==> src/rtl/branch_resolve_pkg.sv <==
// Shared definitions for the branch resolution unit.
// Provides: XLEN, control-transfer opcodes, branch funct3 codes, FSM state
// encoding and a saturating counter increment helper.
package branch_resolve_pkg;

  localparam int XLEN = 32;

  localparam logic [6:0] OPCODE_JAL    = 7'b1101111;
  localparam logic [6:0] OPCODE_JALR   = 7'b1100111;
  localparam logic [6:0] OPCODE_BREACH = 7'b1100011;

  localparam logic [2:0] F3_BEQ  = 3'b000;
  localparam logic [2:0] F3_BNE  = 3'b001;
  localparam logic [2:0] F3_BLT  = 3'b100;
  localparam logic [2:0] F3_BGE  = 3'b101;
  localparam logic [2:0] F3_BLTU = 3'b110;
  localparam logic [2:0] F3_BGEU = 3'b111;

  typedef enum logic [1:0] {
    ST_IDLE     = 2'b00,
    ST_REDIRECT = 2'b01,
    ST_FLUSH    = 2'b10
  } state_t;

  // Counters stick at all-ones instead of wrapping back to zero.
  function automatic logic [31:0] sat_inc(input logic [31:0] v);
    return (v == 32'hFFFF_FFFF) ? v : v + 32'd1;
  endfunction

endpackage

==> src/rtl/branch_resolve_if.sv <==
// Bus between the EX stage / IFU and the branch resolution unit.
// master: pipeline side, drives the EX-stage instruction and redirect_ready.
// slave : branch_resolve, drives redirect request, flush/stall and counters.
interface branch_resolve_if;
  import branch_resolve_pkg::*;

  logic            ex_valid;
  logic [XLEN-1:0] ex_pc;
  logic [6:0]      ex_opcode;
  logic [2:0]      ex_funct3;
  logic [XLEN-1:0] ex_rs1_val;
  logic [XLEN-1:0] ex_rs2_val;
  logic [31:0]     ex_imm;
  logic [XLEN-1:0] ex_pred_pc;

  logic            redirect_valid;
  logic [XLEN-1:0] redirect_pc;
  logic            redirect_ready;

  logic            flush;
  logic            stall_ex;
  logic [31:0]     branch_cnt;
  logic [31:0]     mispred_cnt;

  modport master (
    output ex_valid, ex_pc, ex_opcode, ex_funct3, ex_rs1_val, ex_rs2_val,
           ex_imm, ex_pred_pc, redirect_ready,
    input  redirect_valid, redirect_pc, flush, stall_ex, branch_cnt, mispred_cnt
  );

  modport slave (
    input  ex_valid, ex_pc, ex_opcode, ex_funct3, ex_rs1_val, ex_rs2_val,
           ex_imm, ex_pred_pc, redirect_ready,
    output redirect_valid, redirect_pc, flush, stall_ex, branch_cnt, mispred_cnt
  );

endinterface

==> src/rtl/branch_resolve_cmp.sv <==
// branch_cmp: evaluates the conditional-branch predicate selected by funct3.
// Ports: funct3 (condition select), rs1/rs2 (operands), taken (result).
// Reserved funct3 codes (010/011) report not-taken.
module branch_cmp
  import branch_resolve_pkg::*;
#(
  parameter int W = XLEN
) (
  input  logic [2:0]   funct3,
  input  logic [W-1:0] rs1,
  input  logic [W-1:0] rs2,
  output logic         taken
);

  // Pure combinational condition decode.
  always_comb begin
    taken = 1'b0;
    case (funct3)
      F3_BEQ:  taken = (rs1 == rs2);
      F3_BNE:  taken = (rs1 != rs2);
      F3_BLT:  taken = ($signed(rs1) <  $signed(rs2));
      F3_BGE:  taken = ($signed(rs1) >= $signed(rs2));
      F3_BLTU: taken = (rs1 <  rs2);
      F3_BGEU: taken = (rs1 >= rs2);
      default: taken = 1'b0;
    endcase
  end

endmodule

==> src/rtl/branch_resolve.sv <==
// branch_resolve: computes the real next PC of the EX-stage instruction,
// compares it with the fetch-side prediction and, on a mismatch, issues a
// redirect to the IFU while flushing the front of the pipe.
// Ports: clk, rst (async, active-high), bus (branch_resolve_if.slave):
//   ex_* instruction inputs, redirect_valid/redirect_pc/redirect_ready
//   handshake, flush, stall_ex, branch_cnt and mispred_cnt counters.
module branch_resolve
  import branch_resolve_pkg::*;
(
  input  logic            clk,
  input  logic            rst,
  branch_resolve_if.slave bus
);

  logic [XLEN-1:0] imm_x;
  logic [XLEN-1:0] pc_plus4;
  logic [XLEN-1:0] pc_plus_imm;
  logic [XLEN-1:0] jalr_sum;
  logic [XLEN-1:0] actual_pc;
  logic            taken;
  logic            is_cti;
  logic            accept;
  logic            mispredict;

  state_t          state_q;
  state_t          state_d;
  logic [XLEN-1:0] redirect_pc_q;
  logic [31:0]     branch_cnt_q;
  logic [31:0]     mispred_cnt_q;
  logic            redirect_valid_c;
  logic            flush_c;
  logic            stall_c;

  branch_cmp #(.W(XLEN)) u_cmp (
    .funct3 (bus.ex_funct3),
    .rs1    (bus.ex_rs1_val),
    .rs2    (bus.ex_rs2_val),
    .taken  (taken)
  );

  assign imm_x       = XLEN'($signed(bus.ex_imm));
  assign pc_plus4    = bus.ex_pc + XLEN'(4);
  assign pc_plus_imm = bus.ex_pc + imm_x;
  assign jalr_sum    = bus.ex_rs1_val + imm_x;

  // Actual next-PC selection; anything that is not a control transfer
  // simply falls through to pc+4.
  always_comb begin
    actual_pc = pc_plus4;
    is_cti    = 1'b0;
    case (bus.ex_opcode)
      OPCODE_JAL: begin
        actual_pc = pc_plus_imm;
        is_cti    = 1'b1;
      end
      OPCODE_JALR: begin
        actual_pc = jalr_sum & {{(XLEN-1){1'b1}}, 1'b0};
        is_cti    = 1'b1;
      end
      OPCODE_BREACH: begin
        actual_pc = taken ? pc_plus_imm : pc_plus4;
        is_cti    = 1'b1;
      end
      default: ;
    endcase
  end

  // EX instructions are only looked at while idle; during a redirect the
  // EX stage holds junk that is about to be flushed.
  assign accept     = (state_q == ST_IDLE) && bus.ex_valid;
  assign mispredict = accept && (actual_pc != bus.ex_pred_pc);

  // State register, captured redirect target and counters.
  always_ff @(posedge clk or posedge rst) begin
    if (rst) begin
      state_q       <= ST_IDLE;
      redirect_pc_q <= '0;
      branch_cnt_q  <= '0;
      mispred_cnt_q <= '0;
    end else begin
      state_q <= state_d;
      if (mispredict) begin
        redirect_pc_q <= actual_pc;
        mispred_cnt_q <= sat_inc(mispred_cnt_q);
      end
      if (accept && is_cti) begin
        branch_cnt_q <= sat_inc(branch_cnt_q);
      end
    end
  end

  // Next-state and Moore outputs. REDIRECT may last a single cycle when the
  // IFU is already ready as redirect_valid rises.
  always_comb begin
    state_d          = state_q;
    redirect_valid_c = 1'b0;
    flush_c          = 1'b0;
    stall_c          = 1'b0;
    case (state_q)
      ST_IDLE: begin
        if (mispredict) state_d = ST_REDIRECT;
      end
      ST_REDIRECT: begin
        redirect_valid_c = 1'b1;
        flush_c          = 1'b1;
        stall_c          = 1'b1;
        if (bus.redirect_ready) state_d = ST_FLUSH;
      end
      ST_FLUSH: begin
        flush_c = 1'b1;
        state_d = ST_IDLE;
      end
      default: state_d = ST_IDLE;
    endcase
  end

  assign bus.redirect_valid = redirect_valid_c;
  assign bus.redirect_pc    = redirect_pc_q;
  assign bus.flush          = flush_c;
  assign bus.stall_ex       = stall_c;
  assign bus.branch_cnt     = branch_cnt_q;
  assign bus.mispred_cnt    = mispred_cnt_q;

endmodule

==> src/flat_wrapper.sv <==
// flat-port wrapper written by rule: the top's interface ports become plain ports
module branch_resolve_flat import branch_resolve_pkg::*;
  (clk, rst, bus_ex_valid, bus_ex_pc, bus_ex_opcode, bus_ex_funct3, bus_ex_rs1_val, bus_ex_rs2_val, bus_ex_imm, bus_ex_pred_pc, bus_redirect_ready, bus_redirect_valid, bus_redirect_pc, bus_flush, bus_stall_ex, bus_branch_cnt, bus_mispred_cnt);
  branch_resolve_if bus_i ();
  input  logic clk;
  input  logic rst;
  input wire logic [$bits(bus_i.ex_valid)-1:0] bus_ex_valid;
  input wire logic [$bits(bus_i.ex_pc)-1:0] bus_ex_pc;
  input wire logic [$bits(bus_i.ex_opcode)-1:0] bus_ex_opcode;
  input wire logic [$bits(bus_i.ex_funct3)-1:0] bus_ex_funct3;
  input wire logic [$bits(bus_i.ex_rs1_val)-1:0] bus_ex_rs1_val;
  input wire logic [$bits(bus_i.ex_rs2_val)-1:0] bus_ex_rs2_val;
  input wire logic [$bits(bus_i.ex_imm)-1:0] bus_ex_imm;
  input wire logic [$bits(bus_i.ex_pred_pc)-1:0] bus_ex_pred_pc;
  input wire logic [$bits(bus_i.redirect_ready)-1:0] bus_redirect_ready;
  output wire logic [$bits(bus_i.redirect_valid)-1:0] bus_redirect_valid;
  output wire logic [$bits(bus_i.redirect_pc)-1:0] bus_redirect_pc;
  output wire logic [$bits(bus_i.flush)-1:0] bus_flush;
  output wire logic [$bits(bus_i.stall_ex)-1:0] bus_stall_ex;
  output wire logic [$bits(bus_i.branch_cnt)-1:0] bus_branch_cnt;
  output wire logic [$bits(bus_i.mispred_cnt)-1:0] bus_mispred_cnt;
  assign bus_i.ex_valid = bus_ex_valid;
  assign bus_i.ex_pc = bus_ex_pc;
  assign bus_i.ex_opcode = bus_ex_opcode;
  assign bus_i.ex_funct3 = bus_ex_funct3;
  assign bus_i.ex_rs1_val = bus_ex_rs1_val;
  assign bus_i.ex_rs2_val = bus_ex_rs2_val;
  assign bus_i.ex_imm = bus_ex_imm;
  assign bus_i.ex_pred_pc = bus_ex_pred_pc;
  assign bus_i.redirect_ready = bus_redirect_ready;
  assign bus_redirect_valid = bus_i.redirect_valid;
  assign bus_redirect_pc = bus_i.redirect_pc;
  assign bus_flush = bus_i.flush;
  assign bus_stall_ex = bus_i.stall_ex;
  assign bus_branch_cnt = bus_i.branch_cnt;
  assign bus_mispred_cnt = bus_i.mispred_cnt;
  branch_resolve u_core (.clk(clk), .rst(rst), .bus(bus_i));
endmodule
==> config.mk <==
export PLATFORM = sky130hd
export DESIGN_NAME = branch_resolve_flat
export DESIGN_NICKNAME = d
export VERILOG_FILES = /design/src/rtl/branch_resolve_pkg.sv /design/src/rtl/branch_resolve_if.sv /design/src/rtl/branch_resolve_cmp.sv /design/src/rtl/branch_resolve.sv /design/src/flat_wrapper.sv
export SDC_FILE = /design/constraint.sdc
export NUM_CORES = 1
export LEC_CHECK = 0
export ABC_CLOCK_PERIOD_IN_PS = 4100
export CORE_MARGIN = 5
export CORE_UTILIZATION = 51
export CTS_BUF_LIST = sky130_fd_sc_hd__clkbuf_16
export DETAILED_ROUTE_END_ITERATION = 8
export PLACE_DENSITY = 0.82
export SLEW_MARGIN = 5
export SYNTH_ARGS = -nofsm -noshare
export SYNTH_HDL_FRONTEND = slang
export SYNTH_HIERARCHICAL = 1
export SYNTH_SLANG_ARGS = --single-unit
export TNS_END_PERCENT = 20
==> constraint.sdc <==
create_clock -name clk -period 4.1 [get_ports clk]
set_clock_uncertainty 0.15 [all_clocks]
set_input_delay 0.82 -clock clk [delete_from_list [all_inputs] [get_ports clk]]
set_output_delay 0.82 -clock clk [all_outputs]
set_load 0.05 [all_outputs]
; ---- Word-level counts from Yosys, hierarchy flattened
; Cells that the tools add are included.
[word_totals]
inputBits = 174
out_inout_bits = 99
register_bits = 98
elab_cells = 51
[op_classes]
n_reduce_logical = 10
n_mux = 9
bitwise_logic = 2
addsub = 5
magnitude_cmp = 4
n_eq_ne = 17
[op_table]
columns = cell, count
row1 = 32-bit case mux with 3 select lines, 1
row2 = 32-bit by 1-bit adder with 32-bit output (second input constant), 2
row3 = 32-bit adder, 2
row4 = 32-bit equality test (second input constant), 2
row5 = 32-bit >= comparator, 2
row6 = 32-bit less-than comparator, 2
row7 = 32-bit != test, 2
row8 = 32-bit by 3-bit adder with 32-bit output (second input constant), 1
row9 = 32-bit equality test, 1
row10 = 32-bit 2-to-1 mux, 1
row11 = 7-bit equality test (second input constant), 3
row12 = 3-bit equality test (second input constant), 4
row13 = 1-bit case mux with 6 select lines, 1
row14 = 2-bit AND reduction, 3
row15 = 2-bit 2-to-1 mux, 2
row16 = 2-bit case mux with 2 select lines, 1
row17 = 3-bit by 1-bit equality test with 1-bit output (second input constant), 1
row18 = 1-bit logical AND, 3
row19 = 3-bit logical NOT, 1
row20 = 1-bit 2-to-1 mux, 3
row21 = 3-bit OR reduction, 1
row22 = 2-bit by 1-bit equality test with 1-bit output (second input constant), 1
row23 = 2-bit equality test (second input constant), 1
row24 = 2-bit logical NOT, 1
row25 = 4 further kinds, 5

; ---- Logic depth before layout (Yosys ltp)
[logic_depth]
depth_word = 8
depth_mapped = 24
ltp_nobuf = 20

; ---- Hierarchy
; Netlist, hierarchy kept.
[modules_own_cells]
columns = mod, area_each_um2, n_inst, seq_area_each_um2, cells_each
row1 = branch_resolve, 9670.5, 1, 2452.4, 1181
row2 = branch_cmp, 923.4, 1, 0.0, 128

; ---- Least setup slack after synthesis
; OpenSTA, ideal clock, no wires.
[synth_timing]
kind = input-to-reg
from = in bus_ex_rs2_val[1]
to = reg u_core.redirect_pc_q[17], in the netlist u_core/bus.redirect_pc[17]
cell_stages = 21
path_slack_ns = -1.428
setup_time_ns = 0.125
arrival_time_ns = 5.253
required_time_ns = 3.825
cell_sequence = inv_1 > ha_1 > nor2b_1 > o211ai_1 > a21oi_1 > o311a_1 > o311a_1 > nor3_2 > or3b_2 > a211o_1 > or4_1 > nand3_1 > a21oi_1 > xnor2_1 > a311o_1 > a2111oi_0 > and4_1 > buf_4 > nor2_4 > buf_6 > mux2_4
[synth_between]
elab_chain_len = 6
[synth_rtl]
columns = item, line
row1 = "start, declared", flat_wrapper.sv:12  ; input wire logic [$bits(bus_i.ex_rs2_val)-1:0] bus_ex_rs2_val;
row2 = "32-bit >= comparator, or another cell as far along", branch_resolve_cmp.sv:24  ; F3_BGEU: taken = (rs1 >= rs2);
row3 = 1-bit case mux with 6 select lines (*), branch_resolve_cmp.sv:18  ; case (funct3)
row4 = named net u_core.taken, branch_resolve.sv:20  ; logic taken;
row5 = 32-bit 2-to-1 mux (*), branch_resolve.sv:61  ; actual_pc = taken ? pc_plus_imm : pc_plus4;
row6 = 32-bit case mux with 3 select lines (*), branch_resolve.sv:51  ; case (bus.ex_opcode)
row7 = 32-bit != test, branch_resolve.sv:71  ; assign mispredict = accept && (actual_pc != bus.ex_pred_pc);
row8 = 1-bit logical AND, branch_resolve.sv:71
row9 = "end signal, assigned", branch_resolve.sv:83  ; redirect_pc_q <= actual_pc;
row10 = "end, declared", branch_resolve.sv:27  ; logic [XLEN-1:0] redirect_pc_q;
; The timed path passes the listed nets; every way through them passes the cells marked *.
; A chain may end at the register's enable or synchronous reset.

; ---- Final worst setup path
[layout_timing]
from = in bus_ex_rs1_val[14]
to = reg u_core.mispred_cnt_q[13], in the netlist u_core/bus.mispred_cnt[13]
[layout_between]
elab_chain_len = 7
[layout_rtl]
columns = item, line
row1 = "start, declared", flat_wrapper.sv:11  ; input wire logic [$bits(bus_i.ex_rs1_val)-1:0] bus_ex_rs1_val;
row2 = "32-bit >= comparator, or another cell as far along", branch_resolve_cmp.sv:24
row3 = 1-bit case mux with 6 select lines (*), branch_resolve_cmp.sv:18
row4 = named net u_core.taken, branch_resolve.sv:20
row5 = 32-bit 2-to-1 mux (*), branch_resolve.sv:61
row6 = 32-bit case mux with 3 select lines (*), branch_resolve.sv:51
row7 = 32-bit != test (*), branch_resolve.sv:71
row8 = 1-bit logical AND (*), branch_resolve.sv:71
row9 = 2-bit AND reduction (no line) (*), --
row10 = "end signal, assigned", branch_resolve.sv:84  ; mispred_cnt_q <= sat_inc(mispred_cnt_q);
row11 = "end, declared", branch_resolve.sv:29  ; logic [31:0] mispred_cnt_q;
; Marks and branches as above.

==> results.md <==
* RSZ-0062 raised after global routing: yes
* Number of H-tree levels at 3
* Post-route total power at 5969 uW
* Most used cells in the layout excluding fill and tap cells: 432 x buf_4, 208 x clkdlybuf4s50_1, 116 x nand2_1
* Cts hold-fix bufs at 0
* Drc violations at 0
* Status: finished with violations
* Global-route wire length before repair at 78630 um
* Fin nets at 2264
* Number of maximum-capacitance constraint violations at 0
* Die height at 154.1 um
* Cell Rows at 52
* Sw Share at 46.59%
* Delay of the slowest cell on the worst path at 0.66 ns
* Buffers on Ports at 272
* Transition at the pin with the smallest max-transition slack at 1.016 ns
* Failing checks: negative setup slack
* Worst hold path type: flip-flop to flip-flop
* DR vias/cell at 6.559
* Layout cells sized above 1 at 33.85%
* Sequential group share of total power at 23.1%
* Number of I/O pins at 273
* Number of buffers on the longest clock path at 2
* HPWL after detailed placement at 37240 um
* Maximum number of pins on one net before global-route repair at 99
* Number of design-rule violations left by the first detailed-router iteration at 1868
* Crit path depth at 22
* Internal power component at 3188 uW
* GP Congestion at 0.9685
* GR Util All Layers at 40.80%
* Full die area at 0.02375 sq mm
* Startpoint Class: input pin
* Final count of pins violating max slew at 0
* Logic pwr share at 61.0%
* Total grt overflow at 0
* Maximum VDD drop at 260.7 uV
* Share of synthesized registers carrying an async set or reset at 100.0%
* Post-CTS clock slew at the launch and capture registers of the worst setup and hold paths at 0.07 ns
* Highest clock rate at 0.1542 GHz
* Clk pwr share at 15.9%
* Die X at 154.1 um
* Cell area after placement at 0.01691 sq mm
* Post-route standard cell area excluding fillers at 0.01799 sq mm
* Category of the critical setup timing path: input pin to flip-flop
* Source-to-sink clock delay at the later pin of the worst-skew pair at 0.35 ns
* Count of flip-flops with a built-in enable after synthesis at 0
* Share of the yosys chip area belonging to registers at 23.15%
* Final Hold Vio Count at 0
* Number of detailed-routing iterations run before antenna repair at 7
* Floorplan core area at 0.02036 sq mm
* Slew headroom at 31.66%
* Areal power density over the cells at 331.7 mW/mm^2
* Synth Instances at 1309
* CTS tree: yes
* Mean area per synthesized cell at 8.093 sq um
* Number of flip-flops and latches in the synthesized netlist at 98
* Switch Pwr at 2781 uW
* Slowest CP cell: xor2_1
* Routed via count at 14860
* CTS Root Cell: clkbuf_16
* Post-synth design cell area at 0.01059 sq mm
* Cell chain of the critical path: buf_8, ha_4, nand4_1, nor4_4, a311oi_2, a211o_2, nor3_4, or3b_4, a211oi_4, buf_12, a22oi_1, o21ai_0, xor2_1, nor3_2, buf_4, nand4_1, nor4_4, and4_1, and4_4, buf_12, nor3_1, xor2_1
* Final worst path period share at 158.2%
* Fin worst setup slack at -2.386 ns
* Area delta synth->final at 69.86%
* Setup-violating endpoint count in the final report at 66
* Total length of routed wires at 57030 um
* Starting Density at 52.02%
* Maximum fanout along the worst path at 9
* Critical Path Sink Type: flip-flop
* Syn Nets at 1584
* Leakage power figure at 0.008065 uW
* Hold path depth at 1
* Critical path buffers and inverters at 4
* Family with the most delay on the worst path: simple AND/OR/NAND/NOR gates
* Clock period minus worst slack at 6.486 ns
* Data required time of the critical path at 4.12 ns
* Drt wl/cell at 25.18 um
* Antenna violation net count after detailed routing at 0
* Clock Sinks at 98
* Count of warnings emitted by yosys at 6
* Data arrival at the endpoint of the critical path at 6.50 ns
* Total CTS buffers at 9
* Most frequent standard cell in the layout excluding fill and tap cells: buf_4
* Number of antenna violations at the first check in global routing at 2
* Cells on worst reg2reg path at 14
* Synth cell types at 78
* Top flip-flop cell by instance count after synthesis: dfrtp_1
* Via count of the first global-routing pass at 14550
-- power by group through the flow --
stage	registers [uW]	logic, uW	clock network [uW]
2_1_floorplan	1950	1170	0
3_3_place_gp	1320	3150	0
3_5_place_dp	1330	3240	0
4_1_cts	1330	3340	915
5_1_grt	1390	3760	976
6_report	1380	3640	948
-- synthesized netlist by cell type, types with 21 or more instances --
cell	number	share of area, %
clkbuf_1	41	1.5
a21oi_1	91	4.3
o21ai_0	81	3.8
nand3_1	56	2.6
xnor2_1	71	5.9
nor2_1	74	2.6
nand4_1	46	2.7
inv_1	59	2.1
xor2_1	75	6.2
dfrtp_1	98	23
nor4_1	27	1.6
nand2_1	116	4.1
a211oi_1	21	1.5
nor3_1	43	2.0
ha_1	99	12
o31ai_1	26	1.8
-- state kept, by name, summed over array words and instances (netlist names) --
register and cells:
u_core/state_q 2, u_core/bus.redirect_pc 32, u_core/bus.branch_cnt 32, u_core/bus.mispred_cnt 32
-- timing repair --
| action | CTS | global route |
|---|---|---|
| setup buffers | 15 | 6 |
| endpoints found under the setup margin | 66 | 66 |
| pin swaps | 42 | 28 |
| gates cloned | 4 | 1 |
| gates resized for setup | 325 | 63 |
-- stage by stage --
| stage | hold slack, ns | util (%) | setup slack [ns] | instances | TNS (ns) |
|---|---|---|---|---|---|
| 2_1_floorplan | 0.4129 | - | -1.161 | 1309 | -70.38 |
| 6_report | 0.3537 | 88.36 | -2.386 | 2265 | -125.16 |
| 3_3_place_gp | 0.3216 | 83.04 | -2.873 | 2223 | -183.92 |
| 5_1_grt | 0.3774 | 88.35 | -2.409 | 2264 | -131.10 |
| 4_1_cts | 0.3402 | 86.66 | -1.502 | 2258 | -94.64 |
| 3_5_place_dp | 0.3269 | 83.04 | -2.924 | 2223 | -184.48 |
-- metal layers --
metal | track usage (%) | share of wire [%] | routed length, um | vias up
li1 | - | - | - | 6265
met1 | 49.20 | 35 | 19830 | 6885
met2 | 69.55 | 46 | 26070 | 1329
met3 | 7.336 | 12 | 6759 | 374
met4 | 20.86 | 7.6 | 4360 | 4
met5 | 0 | 0.028 | 16 | -
-- final timing paths --
path | to | slack (ns) | from
hold reg to reg | u_core/bus.branch_cnt[4]$_DFFE_PP0P_ | 0.35 | u_core/bus.branch_cnt[4]$_DFFE_PP0P_
setup / recovery | u_core/bus.mispred_cnt[13]$_DFFE_PP0P_ | -2.39 | bus_ex_rs1_val[14]
max in group asynchronous | u_core/bus.mispred_cnt[16]$_DFFE_PP0P_ | 2.57 | rst
hold / removal | u_core/bus.branch_cnt[4]$_DFFE_PP0P_ | 0.35 | u_core/bus.branch_cnt[4]$_DFFE_PP0P_
setup reg to reg | u_core/bus.mispred_cnt[13]$_DFFE_PP0P_ | -1.20 | u_core/bus.mispred_cnt[4]$_DFFE_PP0P_
min in group asynchronous | u_core/bus.mispred_cnt[13]$_DFFE_PP0P_ | 0.86 | rst
-- cells by family (layout without fill, tap and decap cells) --
kind of cell / after synthesis / count (layout) / synth area share, %
other cells: 0 / 1 / 0
buf+inv: 113 / 798 / 4.346
simple gates: 462 / 462 / 22.62
xor+xnor: 146 / 146 / 12.07
mux: 26 / 26 / 3.024
fa+ha+maj: 101 / 101 / 12.07
compound gates: 363 / 363 / 22.72
flops: 98 / 98 / 23.15
-- worst register-to-register path: stages, from the launching register on --
cell,delay [ns]
dfrtp_1,0.47
nand3_1,0.24
nor3_1,0.46
nand3_1,0.32
nor3_1,0.42
and3_1,0.30
nand3_1,0.33
or2_2,0.53
nor2_1,0.20
buf_4,0.20
nand3_1,0.20
nand3_1,0.20
buf_4,0.30
nor3_1,0.16
xor2_1,0.67
-- layout make-up --
| class | count | area (sq um) |
|---|---|---|
| sequential | 98 | 2452 |
| inverter | 59 | 241.5 |
| multi-input combinational | 1098 | 8496 |
| clock inverter | 7 | 92.59 |
| antenna | 1 | 2.502 |
| tap | 270 | 337.8 |
| clock buffer | 9 | 225.2 |
| fill | 1030 | 2370 |
| timing repair buffer | 723 | 6147 |
(Power assumes the default switching activity.)
